--- config.mk ---
export PLATFORM = sky130hd
export DESIGN_NAME = rv32_bram_arbiter
export DESIGN_NICKNAME = d
export VERILOG_FILES = /design/src/rtl/rv32_mem_pkg.sv /design/src/rtl/rv32_rr_arb2.sv /design/src/rtl/rv32_bram_arbiter.sv
export SDC_FILE = /design/constraint.sdc
export NUM_CORES = 1
export LEC_CHECK = 0
export ABC_AREA = 0
export CORE_UTILIZATION = 30
export DETAILED_ROUTE_END_ITERATION = 8
export SYNTH_ARGS = -nofsm -noshare
export SYNTH_HDL_FRONTEND = slang
export SYNTH_HIERARCHICAL = 1
export SYNTH_SLANG_ARGS = --single-unit
export TNS_END_PERCENT = 20
--- constraint.sdc ---
create_clock -name clk -period 3.1 [get_ports clk]
set_clock_uncertainty 0.1 [all_clocks]
set_input_delay 0.62 -clock clk [delete_from_list [all_inputs] [get_ports clk]]
set_output_delay 0.62 -clock clk [all_outputs]
set_load 0.03 [all_outputs]
--- src/rtl/rv32_mem_pkg.sv ---
// Shared types for the BRAM arbiter slice.
// Holds the FSM state, the owner enum and the byte-merge helper.
package rv32_mem_pkg;

  localparam int WORD_W = 32;
  localparam int STRB_W = WORD_W / 8;

  typedef enum logic [1:0] {
    IDLE,
    RD_RESP,
    RMW_WR
  } arb_state_t;

  typedef enum logic {
    OWN_IF,
    OWN_LSU
  } owner_t;

  function automatic logic [WORD_W-1:0] merge_bytes(
    input logic [WORD_W-1:0] old_w,
    input logic [WORD_W-1:0] new_w,
    input logic [STRB_W-1:0] strb
  );
    logic [WORD_W-1:0] r;
    r = old_w;
    for (int i = 0; i < STRB_W; i++) begin
      if (strb[i]) r[i*8 +: 8] = new_w[i*8 +: 8];
    end
    return r;
  endfunction

endpackage

--- src/rtl/rv32_rr_arb2.sv ---
// Two-input round-robin arbiter (IF vs LSU), one-hot grants.
// Ports: clk, rst_n, en, req_if, req_lsu -> gnt_if, gnt_lsu.
module rv32_rr_arb2
  import rv32_mem_pkg::*;
(
  input  logic clk,
  input  logic rst_n,
  input  logic en,
  input  logic req_if,
  input  logic req_lsu,
  output logic gnt_if,
  output logic gnt_lsu
);

  owner_t last_owner;

  always_comb begin
    gnt_if  = 1'b0;
    gnt_lsu = 1'b0;
    if (en) begin
      if (req_if && req_lsu) begin
        gnt_lsu = (last_owner == OWN_IF);
        gnt_if  = (last_owner == OWN_LSU);
      end else begin
        gnt_if  = req_if;
        gnt_lsu = req_lsu;
      end
    end
  end

  // Reset to IF so LSU wins the first contention.
  always_ff @(posedge clk or negedge rst_n) begin
    if (!rst_n) begin
      last_owner <= OWN_IF;
    end else if (gnt_if) begin
      last_owner <= OWN_IF;
    end else if (gnt_lsu) begin
      last_owner <= OWN_LSU;
    end
  end

endmodule

--- src/rtl/rv32_bram_arbiter.sv ---
// Shares one single-port BRAM between fetch and LSU, with RMW for
// byte-strobed writes. Ports: if_*, lsu_* requesters; bram_* memory.
module rv32_bram_arbiter
  import rv32_mem_pkg::*;
#(
  parameter int ADDR_SIZE = 8,
  parameter int WORD_SIZE = 32,
  parameter int SW        = WORD_SIZE / 8
) (
  input  logic                 clk,
  input  logic                 rst_n,
  input  logic                 if_req,
  input  logic [ADDR_SIZE-1:0] if_addr,
  output logic                 if_gnt,
  output logic                 if_rvalid,
  output logic [WORD_SIZE-1:0] if_rdata,
  input  logic                 lsu_req,
  input  logic                 lsu_we,
  input  logic [ADDR_SIZE-1:0] lsu_addr,
  input  logic [WORD_SIZE-1:0] lsu_wdata,
  input  logic [SW-1:0]        lsu_wstrb,
  output logic                 lsu_gnt,
  output logic                 lsu_rvalid,
  output logic [WORD_SIZE-1:0] lsu_rdata,
  output logic                 bram_wen,
  output logic [ADDR_SIZE-1:0] bram_waddr,
  output logic [WORD_SIZE-1:0] bram_wdata,
  output logic                 bram_ren,
  output logic [ADDR_SIZE-1:0] bram_raddr,
  input  logic [WORD_SIZE-1:0] bram_rdata
);

  arb_state_t state, state_n;
  owner_t     owner_q;
  logic [ADDR_SIZE-1:0] addr_q;
  logic [WORD_SIZE-1:0] wdata_q;
  logic [SW-1:0]        wstrb_q;
  logic [WORD_SIZE-1:0] if_hold, lsu_hold;
  logic gi, gl;

  rv32_rr_arb2 u_arb (
    .clk     (clk),
    .rst_n   (rst_n),
    .en      (rst_n && state == IDLE),
    .req_if  (if_req),
    .req_lsu (lsu_req),
    .gnt_if  (gi),
    .gnt_lsu (gl)
  );

  always_comb begin
    state_n    = state;
    if_gnt     = gi;
    lsu_gnt    = gl;
    if_rvalid  = 1'b0;
    lsu_rvalid = 1'b0;
    bram_wen   = 1'b0;
    bram_waddr = '0;
    bram_wdata = '0;
    bram_ren   = 1'b0;
    bram_raddr = '0;
    unique case (state)
      IDLE: begin
        if (gi) begin
          bram_ren   = 1'b1;
          bram_raddr = if_addr;
          state_n    = RD_RESP;
        end else if (gl) begin
          if (!lsu_we) begin
            bram_ren   = 1'b1;
            bram_raddr = lsu_addr;
            state_n    = RD_RESP;
          end else if (&lsu_wstrb) begin
            bram_wen   = 1'b1;
            bram_waddr = lsu_addr;
            bram_wdata = lsu_wdata;
          end else if (|lsu_wstrb) begin
            // Fetch the old word; merge happens next cycle.
            bram_ren   = 1'b1;
            bram_raddr = lsu_addr;
            state_n    = RMW_WR;
          end
        end
      end
      RD_RESP: begin
        if_rvalid  = (owner_q == OWN_IF);
        lsu_rvalid = (owner_q == OWN_LSU);
        state_n    = IDLE;
      end
      RMW_WR: begin
        bram_wen   = 1'b1;
        bram_waddr = addr_q;
        bram_wdata = merge_bytes(bram_rdata, wdata_q, wstrb_q);
        state_n    = IDLE;
      end
      default: state_n = IDLE;
    endcase
    if (!rst_n) begin
      if_gnt     = 1'b0;
      lsu_gnt    = 1'b0;
      if_rvalid  = 1'b0;
      lsu_rvalid = 1'b0;
      bram_wen   = 1'b0;
      bram_waddr = '0;
      bram_wdata = '0;
      bram_ren   = 1'b0;
      bram_raddr = '0;
    end
  end

  assign if_rdata  = if_rvalid  ? bram_rdata : if_hold;
  assign lsu_rdata = lsu_rvalid ? bram_rdata : lsu_hold;

  always_ff @(posedge clk or negedge rst_n) begin
    if (!rst_n) begin
      state    <= IDLE;
      owner_q  <= OWN_IF;
      addr_q   <= '0;
      wdata_q  <= '0;
      wstrb_q  <= '0;
      if_hold  <= '0;
      lsu_hold <= '0;
    end else begin
      state <= state_n;
      if (gi) owner_q <= OWN_IF;
      if (gl) begin
        owner_q <= OWN_LSU;
        addr_q  <= lsu_addr;
        wdata_q <= lsu_wdata;
        wstrb_q <= lsu_wstrb;
      end
      if (if_rvalid)  if_hold  <= bram_rdata;
      if (lsu_rvalid) lsu_hold <= bram_rdata;
    end
  end

endmodule

==> results by stage, run 1 <==
Clock network:
- The clock insertion delay at the later pin of the skew report is 0.35 ns.
- The total clock sinks is 112.
- The clock passes through at most 2 buffers.
- The count of buffers added by post-CTS timing repair for setup is 0.
- The number of clock buffers added by TritonCTS is 9.
- CTS built an H-tree with a depth of 3.
- The clock transition at the register clock pins on the worst setup and hold paths after CTS is 0.07 ns.
- The TritonCTS clock tree is built.
- In this run the clock root is driven by a sky130_fd_sc_hd__clkbuf_16.

GRT:
- The largest net degree at the start of global routing is 77.
- After global routing the overflow that remains totals 0.
- The wire length of the first global-routing pass is 24300 µm.
- The initial antenna violation count came to 0.
- Across every metal layer, demand over resource in global routing totals 17.4%.
- The number of global-route vias before repair is 4549.

Drt:
- The detail route stage leaves a number of antenna-violating nets equal to 0.
- The number of DRC violations after detailed-routing iteration 0 is 143.
- The number of search-and-repair iterations in the first detailed-routing pass is 4.
- After detailed routing, the average wire length per cell comes to 16.9 µm.
- The number of design rule violations left after detail routing is 0.
- The total via count in the routed design is 4331.
- Dividing the detail-routed via count by the number of cells gives 4.80.
- Summed over all layers, the routed wires come to 15200 µm.

Critical path:
- The number of buffers and inverters on the critical path is 2.
- Among cell families on the critical path, the largest total delay comes from compound AO/OA/AOI/OAI gates.
- The highest net fanout along the worst path is 9.
- The arrival time at the worst endpoint is 2.24 ns.
- The kind of capture point of the worst setup path is an output port.
- The worst setup path is launched from an input pin.
- Traced cell by cell, the critical path runs through clkdlybuf4s50_1 -> and4_2 -> o21ai_1 -> o211a_1 -> buf_12.
- The worst setup path is of the in2out kind.
- The slowest cell on the critical path is sky130_fd_sc_hd__clkdlybuf4s50_1.
- STA puts the critical path data required time at 2.38 ns.
- The delay of the slowest cell on the worst path is 0.46 ns.

Placement:
- Once placement completed, the tool counted placed cells totaling 887.
- OpenSTA, run right after detailed placement, puts the worst setup slack at 0.0194 ns.
- Summing all placed instances gives a cell area of 0.00750 mm².
- The congestion estimate from routability-driven global placement came to 0.809.
- In this run the tool buffered the top-level ports with 206 buffer cells.
- The HPWL after detailed placement is 11000 µm.

Logic synthesis:
- After synthesis the netlist holds a flip-flop and latch count of 112.
- The number of distinct library cells after synthesis is 34.
- The synthesized instance count is 471.
- The cell area that synthesis handed to floorplanning was 0.00520 mm².
- The average instance in the mapped netlist occupies 11.0 µm².
- For this run, the leading register cell type out of synthesis is sky130_fd_sc_hd__dfrtp_1.
- The share of the yosys chip area belonging to registers is 53.9%.
- Yosys printed 6 warnings.
- The number of synthesized flops with an enable pin is 0.
- The number of nets in the synthesized netlist is 560.
- The share of flip-flops with an asynchronous set or reset after synthesis is 100%.

Power:
- Net switching is 39.3% of the power.
- The worst-case vdd ir drop is 0.000537 V.
- In this run the static leakage power is 3.93 nW.
- The clock network accounts for 16.8% of the total power.
- The total net switching power is 0.00254 W.
- The power share of the combinational group is 46.4%.
- The internal power of the cells totals 0.00392 W.
- For this design the ratio of total power to cell area is 822 mW/mm².
- The register share of total power is 36.8%.

Timing:
- Summed over all failing endpoints, the final setup total negative slack is 0 ns.
- The count of pins over their slew limit is 0.
- The worst setup margin is 0.139 ns.
- The smallest clock period supported by the final layout is computed as 2.96 ns.
- Setup repair after global routing left no endpoint under its margin.
- At the pin with the least slew margin, the transition time is 0.973 ns.
- The hold violation count in the final report is 0.
- Of the available clock period, the critical path in the final layout requires 95.5%.
- Measured against its own limit, the worst slew margin works out to 35.1%.
- The final count of negative-setup-slack endpoints is 0.
- Static timing analysis puts the maximum clock frequency at 0.338 GHz.

Floorplanning:
- The initial utilization of the core area, before any placement, comes to 31.0%.
- In this run the vertical extent of the chip is 134 µm.
- The area enclosed by the die boundary is 0.0179 mm².
- In this run the count of I/O pins placed on the die edge is 207.
- The die is 134 µm wide.
- After floorplanning, the core was divided into 47 placement rows.
- In this run the standard cell core region covers 0.0168 mm².

Final layout:
- The share of cells above drive strength 1 is 24.9%.
- The signed area change from the synthesized netlist to the final layout is 51.2%.
- After the flow finishes, the layout carries non-filler instances totaling 903.
- The antenna cell count is 0.
- The number of nets in the finished design is 768.
- The post-route standard cell area excluding fillers is 0.00786 mm².
- Once layout is complete, the utilization of the core stands at 46.9%.

Run:
- The max capacitance violation total is 0.

Outcome:
- The run finished with clean final reports.

Hold path:
- The worst hold path belongs to the class in2async.
-- layer usage --
metal | global-route usage (%) | vias up | wire (µm)
met1 | 23.5 | 2094 | 6930
met5 | 0 | - | 0
met4 | 5.74 | 0 | 235
met2 | 27.7 | 176 | 6940
li1 | - | 2044 | -
met3 | 3.58 | 17 | 1120
-- layout make-up --
cell class | count | area (µm²)
Timing Repair Buffer | 230 | 2260
Clock buffer | 10 | 229
Sequential cell | 112 | 2800
Clock inverter | 5 | 43.8
Inverter | 44 | 165
Tap cell | 220 | 275
Multi-Input combinational cell | 282 | 2080
Fill cell | 1553 | 8900
-- power by group through the flow --
stage / logic (W) / registers [W] / clock network (W)
3_3_place_gp: 0.00316 / 0.00238 / 0
4_1_cts: 0.00308 / 0.00239 / 0.00113
2_1_floorplan: 0.00200 / 0.00226 / 0
6_report: 0.00300 / 0.00238 / 0.00109
5_1_grt: 0.00320 / 0.00246 / 0.00118
3_5_place_dp: 0.00319 / 0.00242 / 0
-- path summary, 6_finish.rpt --
| kind | startpoint | end | slack [ns] | depth (start not counted) |
|---|---|---|---|---|
| max | lsu_wstrb[2] | bram_ren | 0.14 | 5 |
| min | rst_n | wdata_q[30] | 0.33 | 2 |
| max reg2reg | state[1] | wstrb_q[2] | 1.18 | 7 |
| min reg2reg | if_hold[7] | if_hold[7] | 0.39 | 1 |
| max in group asynchronous | rst_n | lsu_hold[10] | 1.74 | 2 |
| min in group clk | if_hold[7] | if_hold[7] | 0.39 | 1 |
-- state kept, by name, indices dropped and copies added (netlist names) --
| register | cells |
|---|---|
| owner_q | 1 |
| u_arb/last_owner | 1 |
| wstrb_q | 4 |
| wdata_q | 32 |
| if_hold | 32 |
| addr_q | 8 |
| lsu_hold | 32 |
| state | 2 |
-- metrics by stage --
step | hold WS, ns | power [W]
2_1_floorplan | 0.224 | 0.00426
3_3_place_gp | 0.359 | 0.00554
3_5_place_dp | 0.359 | 0.00560
4_1_cts | 0.354 | 0.00660
5_1_grt | 0.379 | 0.00684
6_report | 0.328 | 0.00647
-- cell families after synthesis --
| kind of cell | count (synthesis) | share of synthesized area, % |
|---|---|---|
| compound gates | 97 | 10.8 |
| buf+inv | 77 | 6.45 |
| flops | 112 | 53.9 |
| mux | 100 | 20.9 |
| simple gates | 85 | 7.99 |
-- Yosys cell counts, types with 2 or more instances --
cell type	n	share of area [%]
sky130_fd_sc_hd__dfrtp_1	112	54
sky130_fd_sc_hd__nand3_1	9	0.87
sky130_fd_sc_hd__o22ai_1	32	3.9
sky130_fd_sc_hd__inv_1	44	3.2
sky130_fd_sc_hd__clkbuf_1	13	0.94
sky130_fd_sc_hd__buf_2	16	1.5
sky130_fd_sc_hd__o21ai_0	49	4.7
sky130_fd_sc_hd__mux2_2	66	14
sky130_fd_sc_hd__nor2_1	2	0.14
sky130_fd_sc_hd__and2_1	2	0.24
sky130_fd_sc_hd__nor3_1	2	0.19
sky130_fd_sc_hd__mux2i_1	32	6.2
sky130_fd_sc_hd__o31ai_1	8	1.2
sky130_fd_sc_hd__mux2_1	2	0.43
sky130_fd_sc_hd__nand2_1	52	3.8
sky130_fd_sc_hd__buf_6	3	0.65
sky130_fd_sc_hd__and3_1	8	0.96
sky130_fd_sc_hd__a21oi_1	3	0.29
-- worst register-to-register path, cell delays in order, from the launching register on --
cell and delay (ns):
sky130_fd_sc_hd__dfrtp_1 0.41, sky130_fd_sc_hd__nor2_1 0.14, sky130_fd_sc_hd__and2_4 0.18, sky130_fd_sc_hd__nand2_1 0.10
sky130_fd_sc_hd__a21oi_4 0.20, sky130_fd_sc_hd__buf_12 0.18, sky130_fd_sc_hd__buf_12 0.17, sky130_fd_sc_hd__mux2_2 0.35
-- placed cells by master, fill, tap and decap left out, types with 2 or more instances in the layout --
cell	n
sky130_fd_sc_hd__dfrtp_1	112
sky130_fd_sc_hd__clkdlybuf4s50_1	87
sky130_fd_sc_hd__buf_4	73
sky130_fd_sc_hd__mux2_2	66
sky130_fd_sc_hd__nand2_1	52
sky130_fd_sc_hd__o21ai_0	49
sky130_fd_sc_hd__inv_1	44
sky130_fd_sc_hd__dlymetal6s2s_1	37
sky130_fd_sc_hd__mux2i_1	32
sky130_fd_sc_hd__o22ai_1	31
sky130_fd_sc_hd__dlygate4sd2_1	24
sky130_fd_sc_hd__nand3_1	9
sky130_fd_sc_hd__clkbuf_16	9
sky130_fd_sc_hd__o31ai_1	8
sky130_fd_sc_hd__and3_1	8
sky130_fd_sc_hd__buf_12	8
sky130_fd_sc_hd__clkinv_4	4
sky130_fd_sc_hd__nor2_1	2
sky130_fd_sc_hd__mux2_1	2
sky130_fd_sc_hd__and2_1	2
sky130_fd_sc_hd__nor3_1	2
sky130_fd_sc_hd__a21oi_1	2
-- repair_timing --
| item | CTS | global route |
|---|---|---|
| setup endpoints to repair | 24 | 86 |
| gates cloned | 0 | 0 |
| hold endpoints to repair | 1 | 0 |
| hold buffers | 1 | 0 |
| resized for setup | 24 | 42 |
Power figures use the tool's default switching activity.
==> run 2, diff against run 1 <==
--- a/constraint.sdc
+++ b/constraint.sdc
@@ -4,2 +4,2 @@
 set_output_delay 0.62 -clock clk [all_outputs]
-set_load 0.03 [all_outputs]
+set_load 0.1 [all_outputs]
==> results by stage, run 2 (synthesized netlist as in run 1, its figures left out) <==
Critical path:
- The startpoint of the worst-slack reg-to-reg timing path is state[0].
- The worst setup path is captured at an output port.
- The delay of the slowest cell on the worst path came to 0.51 ns (+0.05 ns).
- The cell family contributing the most delay on the critical path is buffers and inverters.
- The critical path goes through clkdlybuf4s50_1 -> and4_2 -> nand4_2 -> buf_12 -> o22ai_2 -> buf_12.
- The arrival time at the worst endpoint is 2.34 ns (+0.10 ns).
- The launch point of the critical path is lsu_wstrb[1].
- The worst setup path is of the in2out kind.
- The highest net fanout along the worst path is 15 (+6).
- The cell type with the highest occurrence count on the critical path is sky130_fd_sc_hd__buf_12.
- The slowest cell on the critical path is sky130_fd_sc_hd__clkdlybuf4s50_1.
- The number of buffer and inverter instances along the worst setup path was 3 (+1).
- The worst setup path is launched from an input pin.
- The worst endpoint required time is 2.38 ns (about the same).

Final layout:
- The number of standard cells in the layout, taps in and fillers out came to 911 (+0.89%).
- The number of nets in the finished design is 774 (+0.78%).
- The signed area change from the synthesized netlist to the final layout is 83.7%.
- The top cell types in the final layout, fill and taps aside, are sky130_fd_sc_hd__buf_12 (124), sky130_fd_sc_hd__dfrtp_1 (111), sky130_fd_sc_hd__clkdlybuf4s50_1 (87).
- The total area of sequential cells is 0.00280 mm² (about the same).
- The number of fill cells is 1380 (-11%).
- The commonest non-fill, non-tap cell in the layout is sky130_fd_sc_hd__buf_12.
- The utilization of the core after routing is 57.0% (+10 points).
- The share of cells above drive strength 1 is 42.0% (+17 points).
- The combined area of the multi-input logic cells is 0.00245 mm² (+18%).
- The largest registers in the layout are if_hold (32), lsu_hold (32), wdata_q (32).

Placement:
- The estimated wirelength of the detail-placed design is 11700 µm (+6.7%).
- The pre-CTS worst setup slack was -0.0244 ns (-0.0438 ns).
- The total of buffers placed on input and output ports was 206 (unchanged).
- The last weighted congestion value of the routability-driven placer is 0.757 (-6.5%).
- The placed cell count is 887 (unchanged).

Hold path:
- The worst hold path class is in2async.

Power:
- The sum of internal, switching and leakage power is 0.0106 W (+63%).
- The clock network fraction of design power is 10.7% (-6.1 points).
- The net switching fraction of the power came to 51.1% (+12 points).
- The register share of total power is 22.6% (-14 points).
- The areal power density over the cells is 1110 mW/mm² (+34%).
- The leakage power summed over all cells was 4.05 nW (+3.2%).
- The power share of the combinational group is 66.6% (+20 points).
- The worst-case vdd ir drop is 0.00101 V (+88%).
- The total net switching power is 0.00539 W (+110%).
- The internal power component is 0.00516 W (+32%).

GRT:
- The total global-route track usage is 18.8% (+1.4 points).
- The wire length of the first global-routing pass is 26000 µm (+6.8%).
- The number of global-route vias before repair is 4756 (+4.6%).
- The initial antenna violation count was 1 (+1).
- The largest net degree at the start of global routing is 56 (-27%).
- The aggregate global routing overflow was 0 (unchanged).

Timing:
- The final count of negative-setup-slack endpoints is 0 (unchanged).
- The tightest slew margin relative to the limit is 52.3% (+17 points).
- The count of pins over their slew limit is 0 (unchanged).
- The worst setup margin is 0.0409 ns (-0.0981 ns).
- Setup repair after global routing could not meet its margin everywhere.
- The slew of the pin with the lowest slew margin is 0.715 ns (-0.258 ns).
- The final setup TNS is 0 ns (unchanged).
- The shortest period the worst path allows is 3.06 ns (+0.0981 ns).
- The hold violation count in the final report is 0 (unchanged).
- The fraction of the cycle the final worst path needs is 98.7% (+3.2 points).
- The highest clock frequency the design can meet is 0.327 GHz (-3.2%).

Clock network:
- The total clock sinks is 112 (unchanged).
- The master cell of the clock root buffer is sky130_fd_sc_hd__clkbuf_16.
- The H-tree level count was 3 (unchanged).
- The maximum buffer depth of the clock tree is 2 (unchanged).
- The clock insertion delay at the later pin of the skew report is 0.35 ns (about the same).
- The clock transition at the register clock pins on the worst setup and hold paths after CTS is 0.07 ns (about the same).
- The count of hold buffers inserted by post-cts repair is 0 (-1).
- TritonCTS built the clock tree.
- The number of buffers created by CTS was 9 (unchanged).

Drt:
- The remaining antenna violation count after routing was 0 (unchanged).
- The per-cell via count in the routed design is 4.77 (-0.60%).
- The routed wire length per instance is 17.8 µm (+5.7%).
- The number of DRC violations after detailed-routing iteration 0 came to 130 (-9.1%).
- The number of design rule violations left after detail routing is 0 (unchanged).
- The number of search-and-repair iterations in the first detailed-routing pass is 4 (unchanged).
- The total wire length after detailed routing is 16200 µm (+6.6%).
- The total via count in the routed design is 4343 (+0.28%).

Floorplanning:
- The number of I/O pins is 207 (unchanged).
- The effective utilization at floorplan was 31.0% (unchanged).
- The area enclosed by the die boundary is 0.0179 mm² (unchanged).
- The horizontal die dimension is 134 µm (unchanged).
- The placement row count is 47 (unchanged).
- The vertical extent of the die is 134 µm (unchanged).
- The floorplan core area was 0.0168 mm² (unchanged).

Outcome:
- The run finished with clean final reports.

Run:
- The max capacitance violation total was 0 (unchanged).
[run 2: changes by cell type in the layout (fill, tap and decap cells not counted), moves of 4 or more]
cell                             delta
sky130_fd_sc_hd__and3_1             -6
sky130_fd_sc_hd__and3_4             +6
sky130_fd_sc_hd__buf_12           +116
sky130_fd_sc_hd__buf_4             -49
sky130_fd_sc_hd__dlygate4sd2_1     -24
sky130_fd_sc_hd__dlymetal6s2s_1    -37
sky130_fd_sc_hd__o21ai_0            -5
sky130_fd_sc_hd__o21ai_1            +4
sky130_fd_sc_hd__o22ai_1           -31
sky130_fd_sc_hd__o22ai_2           +31
sky130_fd_sc_hd__o31ai_1            -8
sky130_fd_sc_hd__o31ai_4            +8
[run 2: layer usage]
metal	vias to the layer above	routed length, µm	GRT usage, %
li1	2057	-	-
met2	133	8350	32.7
met5	-	0	0
met4	0	368	6.38
met3	24	1110	5.90
met1	2129	6410	21.7
[run 2: final cells by class]
type / instances / share of cell area [%]
Tap cell: 220 / 2.88
Antenna cell: 1 / 0.0262
Sequential cell: 112 / 29.4
Multi-Input combinational cell: 282 / 25.6
Timing Repair Buffer: 236 / 37.3
Clock buffer: 10 / 2.50
Inverter: 44 / 1.73
Clock inverter: 6 / 0.524
[run 2: through the flow]
step,hold WS (ns),instance area (µm²)
after floorplan,0.224,5530
after global placement,0.408,9140
after detailed placement,0.415,9140
after CTS,0.0665,9490
after global routing,0.0760,9550
final,0.0839,9550
[run 2: path summary, 6_finish.rpt]
| kind | endpoint | slack, ns | depth (start not counted) |
|---|---|---|---|
| min reg2reg | addr_q[0] | 0.42 | 2 |
| max | bram_wdata[24] | 0.04 | 6 |
| max in group asynchronous | lsu_hold[21] | 1.90 | 3 |
| min | state[1] | 0.08 | 2 |
| min in group clk | addr_q[0] | 0.42 | 2 |
| max reg2reg | wstrb_q[0] | 1.18 | 7 |
[run 2: power by group through the flow]
| stage | Sequential [W] | Clock (W) | Combinational (W) |
|---|---|---|---|
| 2_1_floorplan | 0.00226 | 0 | 0.00455 |
| 6_report | 0.00239 | 0.00113 | 0.00703 |
| 5_1_grt | 0.00247 | 0.00124 | 0.00725 |
| 3_5_place_dp | 0.00243 | 0 | 0.00702 |
| 4_1_cts | 0.00239 | 0.00118 | 0.00707 |
| 3_3_place_gp | 0.00239 | 0 | 0.00698 |
[run 2: what timing repair did]
action,CTS,global route
gates resized for setup,2,15
endpoints found under the hold margin,0,0
buffers inserted,3,3
pin swaps,1,2
gates cloned,1,0
setup endpoints to repair,34,41
==> run 3, diff against run 2 <==
- clock period: 3.1 -> 3.4 ns (I/O delays scaled with it)
==> results by stage, run 3 (synthesized netlist as in run 1, its figures left out) <==
Outcome:
- The flow ran to the end, and the final reports show no timing, DRC or antenna violations.

Timing:
- The worst setup margin is 0.153 ns (+0.112 ns).
- The hold violation count in the final report is 0 (unchanged).
- The final count of negative-setup-slack endpoints is 0 (unchanged).
- The worst hold slack across all endpoints was 0.0290 ns (-0.0549 ns).
- The shortest period the worst path allows is 3.25 ns.
- The slew of the pin with the lowest slew margin is 0.867 ns (+0.151 ns).
- The fraction of the cycle the final worst path needs is 95.5%.
- The tightest slew margin relative to the limit is 42.2% (-10 points).
- Setup repair after global routing left no endpoint under its margin.
- Static timing analysis puts the maximum clock frequency at 0.308 GHz.
- The count of pins over their slew limit came to 0 (unchanged).

Clock network:
- The count of hold buffers inserted by post-cts repair is 0 (unchanged).
- The H-tree level count is 3 (unchanged).
- TritonCTS built the clock tree.
- The master cell of the clock root buffer is sky130_fd_sc_hd__clkbuf_16.
- The total clock sinks came to 112 (unchanged).
- The number of buffers created by CTS is 9 (unchanged).
- The clock insertion delay at the later pin of the skew report is 0.36 ns (about the same).
- The maximum buffer depth of the clock tree is 2 (unchanged).
- The clock transition at the register clock pins on the worst setup and hold paths after CTS came to 0.08 ns (about the same).

GRT:
- The number of global-route vias before repair is 4661 (-2.0%).
- The total global-route track usage is 18.6% (-0.22 points).
- The wire length of the first global-routing pass is 25600 µm (-1.4%).
- The largest net degree at the start of global routing was 68 (+21%).
- The aggregate global routing overflow is 0 (unchanged).
- The initial antenna violation count is 0 (-1).

Critical path:
- STA classifies the critical path startpoint as an input pin.
- The worst setup slack for register-to-register paths came to 1.07 ns (-0.11 ns).
- The worst endpoint required time was 2.62 ns (+0.24 ns).
- The arrival time at the worst endpoint is 2.47 ns (+0.13 ns).
- The highest net fanout along the worst path is 17 (+2).
- The critical path is of the in2out type.
- STA classifies the critical path endpoint as an output port.

Final layout:
- The commonest non-fill, non-tap cell in the layout is sky130_fd_sc_hd__buf_12.
- In the layout the commonest cells are sky130_fd_sc_hd__buf_12 (121), sky130_fd_sc_hd__dfrtp_1 (112), sky130_fd_sc_hd__clkdlybuf4s50_1 (87).
- The share of cells above drive strength 1 was 34.9% (-7.1 points).
- The antenna cell count was 0 (-1).
- The post-route standard cell area excluding fillers is 0.00920 mm² (-3.7%).
- The utilization of the core after routing is 54.9% (-2.1 points).
- The number of nets in the finished design is 765 (-1.2%).
- The signed area change from the synthesized netlist to the final layout is 76.9%.
- The largest registers in the layout are if_hold (32), lsu_hold (32), wdata_q (32).

Power:
- The areal power density over the cells came to 1040 mW/mm² (-5.5%).
- The sum of internal, switching and leakage power came to 0.00960 W (-9.0%).
- The worst-case vdd ir drop is 0.000866 V (-14%).
- The leakage power summed over all cells was 3.98 nW (-1.9%).

Floorplanning:
- The effective utilization at floorplan is 31.0% (unchanged).
- The area enclosed by the die boundary is 0.0179 mm² (unchanged).
- The horizontal die dimension is 134 µm (unchanged).
- The number of I/O pins is 207 (unchanged).
- The vertical extent of the die is 134 µm (unchanged).
- The floorplan core area came to 0.0168 mm² (unchanged).
- The placement row count is 47 (unchanged).

Placement:
- The pre-CTS worst setup slack came to 0.101 ns (+0.125 ns).
- The total of buffers placed on input and output ports is 206 (unchanged).
- The last weighted congestion value of the routability-driven placer is 0.789 (+4.3%).
- The estimated wirelength of the detail-placed design was 11700 µm (-0.69%).
- The placement-stage cell area is 0.00884 mm² (-3.3%).

Drt:
- The remaining antenna violation count after routing is 0 (unchanged).
- The total via count in the routed design is 4327 (-0.37%).
- The number of search-and-repair iterations in the first detailed-routing pass is 4 (unchanged).
- The total wire length after detailed routing is 15800 µm (-2.5%).
- The number of design rule violations left after detail routing is 0 (unchanged).
- The number of DRC violations after detailed-routing iteration 0 is 143 (+10%).
- The routed wire length per instance is 17.6 µm (-1.4%).
- The per-cell via count in the routed design is 4.80 (+0.74%).

Hold path:
- The min-delay analysis places its worst path in the category in2async.

Run:
- The max capacitance violation total was 0 (unchanged).
-- run 3: layout make-up --
| cell class | count | area, µm² |
|---|---|---|
| Fill cell | 1376 | 7560 |
| Timing Repair Buffer | 227 | 3460 |
| Sequential cell | 112 | 2800 |
| Multi-Input combinational cell | 282 | 2190 |
| Tap cell | 220 | 275 |
| Clock buffer | 9 | 225 |
| Inverter | 44 | 165 |
| Clock inverter | 7 | 78.8 |
-- run 3: layer usage --
layer | share of wire, % | track usage, % | vias up
met5 | 0 | 0 | -
met4 | 1.0 | 4.86 | 0
met3 | 7.4 | 6.16 | 11
met2 | 50 | 31.7 | 153
met1 | 41 | 22.4 | 2124
li1 | - | - | 2039
-- run 3: repair_timing --
item	CTS	global route
gates cloned	1	0
resized for setup	1	3
buffers inserted	2	0
setup endpoints to repair	8	41
-- run 3: where the power goes --
part	internal, W	switching [W]	total [W]	leakage [nW]
registers	0.00190	0.000285	0.00218	1.37
logic	0.00225	0.00408	0.00633	2.46
clock network	0.000580	0.000514	0.00109	0.144
total	0.00472	0.00488	0.00960	3.98
-- run 3: critical path: stages --
cell                              delay, ns
sky130_fd_sc_hd__clkdlybuf4s50_1       0.52
sky130_fd_sc_hd__and4_1                0.35
sky130_fd_sc_hd__nand4_2               0.14
sky130_fd_sc_hd__buf_4                 0.23
sky130_fd_sc_hd__o22ai_1               0.32
sky130_fd_sc_hd__buf_12                0.22
-- run 3: per-stage QoR --
step           cells  TNS (ns)
5_1_grt          901         0
2_1_floorplan    471    -19.63
3_5_place_dp     882         0
3_3_place_gp     882         0
6_report         901         0
4_1_cts          901         0
-- run 3: final timing paths --
check | from | to | depth (start not counted)
min in group clk | addr_q[0] | addr_q[0] | 2
hold / removal | rst_n | wstrb_q[0] | 1
setup reg to reg | state[0] | wstrb_q[1] | 8
hold reg to reg | addr_q[0] | addr_q[0] | 2
max in group asynchronous | rst_n | wdata_q[10] | 2
setup / recovery | lsu_wstrb[2] | bram_wdata[4] | 6
